**src/rtl/cond_unit_if.sv**
```systemverilog
// Execute-stage condition unit bus: decoder/ALU controls in, gated enables,
// flags, writeback registers and performance counters out.
interface cond_unit_if #(parameter int CNT_W = 32);
  logic             ex_valid;
  logic             stall;
  logic [3:0]       Cond;
  logic [3:0]       ALUFlags;
  logic [1:0]       FlagW;
  logic             PCS;
  logic             RegW;
  logic             MemW;
  logic             NoWrite;
  logic             clr_cnt;
  logic             PCSrc;
  logic             RegWrite;
  logic             MemWrite;
  logic             CondEx;
  logic [3:0]       Flags;
  logic             wb_valid;
  logic             wb_RegWrite;
  logic             wb_CondEx;
  logic [CNT_W-1:0] exec_cnt;
  logic [CNT_W-1:0] skip_cnt;

  // Pipeline side driving the execute stage
  modport master (
    output ex_valid, stall, Cond, ALUFlags, FlagW, PCS, RegW, MemW, NoWrite, clr_cnt,
    input  PCSrc, RegWrite, MemWrite, CondEx, Flags, wb_valid, wb_RegWrite, wb_CondEx,
           exec_cnt, skip_cnt
  );

  // Condition unit itself
  modport slave (
    input  ex_valid, stall, Cond, ALUFlags, FlagW, PCS, RegW, MemW, NoWrite, clr_cnt,
    output PCSrc, RegWrite, MemWrite, CondEx, Flags, wb_valid, wb_RegWrite, wb_CondEx,
           exec_cnt, skip_cnt
  );
endinterface

```
**src/rtl/cond_unit.sv**
```systemverilog
// ARM execute-stage condition unit: holds the NZCV flags register, evaluates
// the condition field against it, gates PC/register/memory write enables,
// registers the gated result for writeback and counts executed/skipped ops.
module cond_unit #(
  parameter int CNT_W = 32
) (
  input logic         clk,
  input logic         reset,
  cond_unit_if.slave  bus
);

  logic [3:0]       flags_p1;
  logic             cond_ex_p0;
  logic             fire_p0;
  logic             pc_src_p0;
  logic             reg_write_p0;
  logic             mem_write_p0;
  logic             wb_valid_p1;
  logic             wb_reg_write_p1;
  logic             wb_cond_ex_p1;
  logic [CNT_W-1:0] exec_cnt_p1;
  logic [CNT_W-1:0] skip_cnt_p1;

  // Condition check against the architectural flags {N,Z,C,V}.
  function automatic logic eval_cond(input logic [3:0] cond, input logic [3:0] f);
    logic n, z, c, v;
    logic pass;
    n = f[3];
    z = f[2];
    c = f[1];
    v = f[0];
    case (cond)
      4'b0000: pass = z;
      4'b0001: pass = ~z;
      4'b0010: pass = c;
      4'b0011: pass = ~c;
      4'b0100: pass = n;
      4'b0101: pass = ~n;
      4'b0110: pass = v;
      4'b0111: pass = ~v;
      4'b1000: pass = c & ~z;
      4'b1001: pass = ~c | z;
      4'b1010: pass = (n == v);
      4'b1011: pass = (n != v);
      4'b1100: pass = ~z & (n == v);
      4'b1101: pass = z | (n != v);
      default: pass = 1'b1;
    endcase
    return pass;
  endfunction

  // ---- stage p0: execute (combinational condition and gated enables) ----

  // Condition is evaluated on the stored flags only; there is no ALU bypass.
  always_comb begin
    cond_ex_p0   = eval_cond(bus.Cond, flags_p1);
    fire_p0      = bus.ex_valid & ~bus.stall;
    pc_src_p0    = bus.PCS & cond_ex_p0 & fire_p0;
    reg_write_p0 = bus.RegW & ~bus.NoWrite & cond_ex_p0 & fire_p0;
    mem_write_p0 = bus.MemW & cond_ex_p0 & fire_p0;
  end

  // ---- stage p1: registered state (flags, writeback, counters) ----

  // Flags update only for an executed instruction; each pair is independent.
  always_ff @(posedge clk) begin
    if (reset) begin
      flags_p1 <= 4'b0000;
    end else if (fire_p0 && cond_ex_p0) begin
      if (bus.FlagW[1]) flags_p1[3:2] <= bus.ALUFlags[3:2];
      if (bus.FlagW[0]) flags_p1[1:0] <= bus.ALUFlags[1:0];
    end
  end

  // Writeback registers advance whenever the pipeline is not held.
  always_ff @(posedge clk) begin
    if (reset) begin
      wb_valid_p1     <= 1'b0;
      wb_reg_write_p1 <= 1'b0;
      wb_cond_ex_p1   <= 1'b0;
    end else if (!bus.stall) begin
      wb_valid_p1     <= bus.ex_valid;
      wb_reg_write_p1 <= reg_write_p0;
      wb_cond_ex_p1   <= cond_ex_p0 & bus.ex_valid;
    end
  end

  // Performance counters wrap freely; a clear beats a coincident increment.
  always_ff @(posedge clk) begin
    if (reset || bus.clr_cnt) begin
      exec_cnt_p1 <= '0;
      skip_cnt_p1 <= '0;
    end else if (fire_p0) begin
      if (cond_ex_p0) exec_cnt_p1 <= exec_cnt_p1 + CNT_W'(1);
      else            skip_cnt_p1 <= skip_cnt_p1 + CNT_W'(1);
    end
  end

  assign bus.CondEx      = cond_ex_p0;
  assign bus.PCSrc       = pc_src_p0;
  assign bus.RegWrite    = reg_write_p0;
  assign bus.MemWrite    = mem_write_p0;
  assign bus.Flags       = flags_p1;
  assign bus.wb_valid    = wb_valid_p1;
  assign bus.wb_RegWrite = wb_reg_write_p1;
  assign bus.wb_CondEx   = wb_cond_ex_p1;
  assign bus.exec_cnt    = exec_cnt_p1;
  assign bus.skip_cnt    = skip_cnt_p1;

endmodule

```
**src/flat_wrapper.sv**
```systemverilog
// flat-port wrapper written by rule: the top's interface ports become plain ports
module cond_unit_flat 
#(
  parameter int CNT_W = 32
)
  (clk, reset, bus_ex_valid, bus_stall, bus_Cond, bus_ALUFlags, bus_FlagW, bus_PCS, bus_RegW, bus_MemW, bus_NoWrite, bus_clr_cnt, bus_PCSrc, bus_RegWrite, bus_MemWrite, bus_CondEx, bus_Flags, bus_wb_valid, bus_wb_RegWrite, bus_wb_CondEx, bus_exec_cnt, bus_skip_cnt);
  cond_unit_if #(.CNT_W(CNT_W)) bus_i ();
  input logic clk;
  input logic reset;
  input wire logic [$bits(bus_i.ex_valid)-1:0] bus_ex_valid;
  input wire logic [$bits(bus_i.stall)-1:0] bus_stall;
  input wire logic [$bits(bus_i.Cond)-1:0] bus_Cond;
  input wire logic [$bits(bus_i.ALUFlags)-1:0] bus_ALUFlags;
  input wire logic [$bits(bus_i.FlagW)-1:0] bus_FlagW;
  input wire logic [$bits(bus_i.PCS)-1:0] bus_PCS;
  input wire logic [$bits(bus_i.RegW)-1:0] bus_RegW;
  input wire logic [$bits(bus_i.MemW)-1:0] bus_MemW;
  input wire logic [$bits(bus_i.NoWrite)-1:0] bus_NoWrite;
  input wire logic [$bits(bus_i.clr_cnt)-1:0] bus_clr_cnt;
  output wire logic [$bits(bus_i.PCSrc)-1:0] bus_PCSrc;
  output wire logic [$bits(bus_i.RegWrite)-1:0] bus_RegWrite;
  output wire logic [$bits(bus_i.MemWrite)-1:0] bus_MemWrite;
  output wire logic [$bits(bus_i.CondEx)-1:0] bus_CondEx;
  output wire logic [$bits(bus_i.Flags)-1:0] bus_Flags;
  output wire logic [$bits(bus_i.wb_valid)-1:0] bus_wb_valid;
  output wire logic [$bits(bus_i.wb_RegWrite)-1:0] bus_wb_RegWrite;
  output wire logic [$bits(bus_i.wb_CondEx)-1:0] bus_wb_CondEx;
  output wire logic [$bits(bus_i.exec_cnt)-1:0] bus_exec_cnt;
  output wire logic [$bits(bus_i.skip_cnt)-1:0] bus_skip_cnt;
  assign bus_i.ex_valid = bus_ex_valid;
  assign bus_i.stall = bus_stall;
  assign bus_i.Cond = bus_Cond;
  assign bus_i.ALUFlags = bus_ALUFlags;
  assign bus_i.FlagW = bus_FlagW;
  assign bus_i.PCS = bus_PCS;
  assign bus_i.RegW = bus_RegW;
  assign bus_i.MemW = bus_MemW;
  assign bus_i.NoWrite = bus_NoWrite;
  assign bus_i.clr_cnt = bus_clr_cnt;
  assign bus_PCSrc = bus_i.PCSrc;
  assign bus_RegWrite = bus_i.RegWrite;
  assign bus_MemWrite = bus_i.MemWrite;
  assign bus_CondEx = bus_i.CondEx;
  assign bus_Flags = bus_i.Flags;
  assign bus_wb_valid = bus_i.wb_valid;
  assign bus_wb_RegWrite = bus_i.wb_RegWrite;
  assign bus_wb_CondEx = bus_i.wb_CondEx;
  assign bus_exec_cnt = bus_i.exec_cnt;
  assign bus_skip_cnt = bus_i.skip_cnt;
  cond_unit #(.CNT_W(CNT_W)) u_core (.clk(clk), .reset(reset), .bus(bus_i));
endmodule
```
**config.mk**
```make
export PLATFORM = sky130hd
export DESIGN_NAME = cond_unit_flat
export DESIGN_NICKNAME = d
export VERILOG_FILES = /design/src/rtl/cond_unit_if.sv /design/src/rtl/cond_unit.sv /design/src/flat_wrapper.sv
export SDC_FILE = /design/constraint.sdc
export NUM_CORES = 1
export LEC_CHECK = 0
export CAP_MARGIN = 0
export CELL_PAD_IN_SITES_DETAIL_PLACEMENT = 1
export CELL_PAD_IN_SITES_GLOBAL_PLACEMENT = 2
export CORE_MARGIN = 10
export CORE_UTILIZATION = 29
export DETAILED_ROUTE_END_ITERATION = 12
export GPL_TIMING_DRIVEN = 0
export PLACE_DENSITY = 0.79
export SLEW_MARGIN = 20
export SYNTH_ARGS = -nofsm -noshare
export SYNTH_HDL_FRONTEND = slang
export SYNTH_SLANG_ARGS = --single-unit
```
**constraint.sdc**
```tcl
create_clock -name clk -period 2.71 [get_ports clk]
set_input_delay 0.4065 -clock clk [delete_from_list [all_inputs] [get_ports clk]]
set_output_delay 0.4065 -clock clk [all_outputs]
set_load 0.01 [all_outputs]
```
==> metrics.cfg <==
[logic_synthesis]
yosysTopAreaCellShare_pct = 36.57
syn-num-nets = 502
yosys_most_used_dff = dfxtp_1
synth.distinct_cells = 47
seq_area_frac_synth_pct = 36.57
async_reset_ff_share_pct = 0
synth_area_leaders = dfxtp_1, a21oi_1, o31ai_1, or4_1, nand3_1
synth_edf_count = 0
yosysTopAreaCell = dfxtp_1
synth.avg_cell_area_um2 = 8.079
ys_warn_count = 0
synth-seq-cells = 71
synth_area_um2 = 3886
synth_cells = 481

[final_layout]
fin_nets = 618
n_fill_cell = 1569
utilization_pct = 41.94
diodes = 0
seqCellArea_um2 = 1430
mostFrequentLayoutCell = clkdlybuf4s50_1
drive_above_1_share_pct = 11.63
syn_to_final_growth_pct = 42.34
final_cell_area_um2 = 5532
multi_input_area_um2 = 2306
most-common-layout-cells = clkdlybuf4s50_1, dfxtp_1, a21oi_1

[sta]
rsz0062_at_grt = true
maxSlewViolCount = 0
finalCriticalPeriod_ns = 2.724
min_period_over_period_pct = 100.5
whs_ns = 0.4648
finalWorstSetupSlack_ns = -0.01413
max-slew-margin-rel_pct = 48.67
max_freq_mhz = 367.1
worst_pin_slew_ns = 0.7640
setup_viol = 1
clock_skew_ns = 0.009343
hold_viol = 0

[drt]
via_count = 4353
ant_nets = 0
drt_iter0_markers = 215
first_pass_iters = 4
wl_mm = 15.83
drcViolationCount = 0
viasPerCell = 5.595
routedWlPerCell_um = 20.35

[floorplanning]
rows = 42
start_util_pct = 29.46
die_w_um = 135.8
pin_count = 94
core_region_area_um2 = 13190
die_h_um = 135.8
dieArea_um2 = 18430

[critical_path]
arrival_ns = 2.32
crit_slowest_cell = or4b_4
start_kind = flip-flop
cp_slowest_stage_delay_ns = 0.56
cp_common_cell = buf_12
path_buf_inv = 5
cp_top_family = simple AND/OR/NAND/NOR gates
end_kind = primary output
critPathMaxFanout = 6
crit_chain = or4b_4 -> a31oi_4 -> o21ai_2 -> and4_4 -> inv_6 -> buf_12 -> buf_12 -> nand4b_1 -> inv_1 -> buf_6
cp_data_required_time_ns = 2.30
path_class = flip-flop to primary output

[global_routing]
grt_start_max_net_pins = 12
grt_pass1_wl_mm = 24.91
track_usage_pct = 16.85
overflow = 0
antenna_found_initial = 0
grt_pass1_vias = 4545

[place]
io_buffers = 92
place_area_um2 = 5027
hpwl_mm = 11.42
gp_congestion = 0.8236

[cts]
cts_buffer_depth = 2
cts.sinks = 71
postCtsHoldBufs = 0
cts_tree = built
cts-root-buf = clkbuf_16
htreeDepth = 3
clk_pin_slew_ns = 0.05
cts_made_buffers = 9
clock_latency_ns = 0.35

[power_and_ir_drop]
p_switching_w = 0.0006881
p_comb_share_pct = 13.4
ir_drop_mv = 0.2762
swShare_pct = 27.17
p_int_w = 0.001845
clockPowerShare_pct = 45.1
power_density_nw_per_um2 = 457.9
p_leak_nw = 1.740
seq_power_share_pct = 41.5

[hold_path]
hold_class = flip-flop to flip-flop

[status]
violations = setup timing
outcome = complete, but fails checks

[job]
max-cap-violations = 0

power by group through the flow:
stage               clock network (W)  registers [W]  logic, W
floorplan                           0        0.00108  0.000141
global placement                    0        0.00108  0.000272
detailed placement                  0        0.00108  0.000276
CTS                           0.00116        0.00105  0.000341
global route                  0.00122        0.00105  0.000360
finish                        0.00114        0.00105  0.000339
final cells by class:
cell class | count | share of cell area [%]
clock inverters | 3 | 0.3167
multi-input cells | 358 | 41.69
flip-flops and latches | 71 | 25.85
well taps | 176 | 3.981
inverters | 14 | 1.040
repair buffers | 107 | 18.50
plain buffers | 36 | 3.913
clock buffers | 13 | 4.705
metrics by stage:
step	cells	TNS, ns	power [W]	worst slack, ns
detailed placement	749	-27.48	0.001352	-1.345
finish	778	-0.01413	0.002533	-0.01413
global placement	749	-23.98	0.001348	-1.269
floorplan	481	0	0.001217	0.1258
CTS	779	-0.2157	0.002556	-0.07656
global route	778	-0.08822	0.002627	-0.08822
synthesized netlist by cell type, drive strengths merged, types with 2 or more instances:
library cell and count:
ha 2, nand3 28, nand4 17, nand4b 8, a41o 5, mux2i 8, xor2 3, nor4 5
o21a 2, o2111ai 2, or3 12, o31ai 40, nor3 6, o21ai 11, nor2b 2, dfxtp 71
nand2b 10, nand2 37, nor2 12, a31oi 4, and3 18, o41ai 3, o31a 2, buf 13
clkbuf 25, or4 37, and4 6, inv 14, a21oi 61, and2 4, a31o 2
state kept, by name, summed over array words and instances (netlist names):
name and cells:
u_core.bus.exec_cnt 32, u_core.bus.skip_cnt 32, u_core.bus.Flags 4, u_core.bus.wb_CondEx 1
u_core.bus.wb_RegWrite 1, u_core.bus.wb_valid 1
worst paths after layout:
check | start | to | slack [ns] | cells past startpoint
worst max-delay path | u_core.bus.Flags[3] | bus_RegWrite | -0.01 | 10
worst min-delay path | u_core.bus.wb_CondEx | u_core.bus.wb_CondEx | 0.46 | 2
worst max register to register | u_core.bus.Flags[3] | u_core.bus.exec_cnt[26] | 0.11 | 8
worst min register to register | u_core.bus.wb_CondEx | u_core.bus.wb_CondEx | 0.46 | 2
logic make-up (layout without fill, tap and decap cells):
logic type               after synthesis  count (layout)  synth area share (%)
AO/OA/AOI/OAI                        136             136                 22.25
buffers and inverters                 52             173                 5.795
multiplexers                           8               8                 2.061
XOR/XNOR                               3               3                0.6762
adder cells (fa/ha/maj)                2               2                0.6438
AND/OR/NAND/NOR                      209             209                 32.00
flip-flops                            71              71                 36.57
what timing repair did:
action,4_1_cts,5_1_grt
hold endpoints to repair,0,0
setup buffers,14,1
setup endpoints to repair,24,42
pin swaps,4,5
gates cloned,0,0
gates resized for setup,51,25
routing by layer:
metal  track usage [%]  vias to the layer above  routed length [um]
li1                  -                     2101                   -
met1             20.84                     2159                7254
met2             27.56                       78                7515
met3             4.674                       15                 865
met4             5.502                        0                 195
met5                 0                        -                   0
tightest hold or removal path: cells and delay by family (launching register included):
family | cells | cell delay (ns)
AO/OA/AOI/OAI | 1 | 0.05
AND/OR/NAND/NOR | 1 | 0.06
flip-flops | 1 | 0.30
No activity file was read; power rests on OpenSTA's default activity.
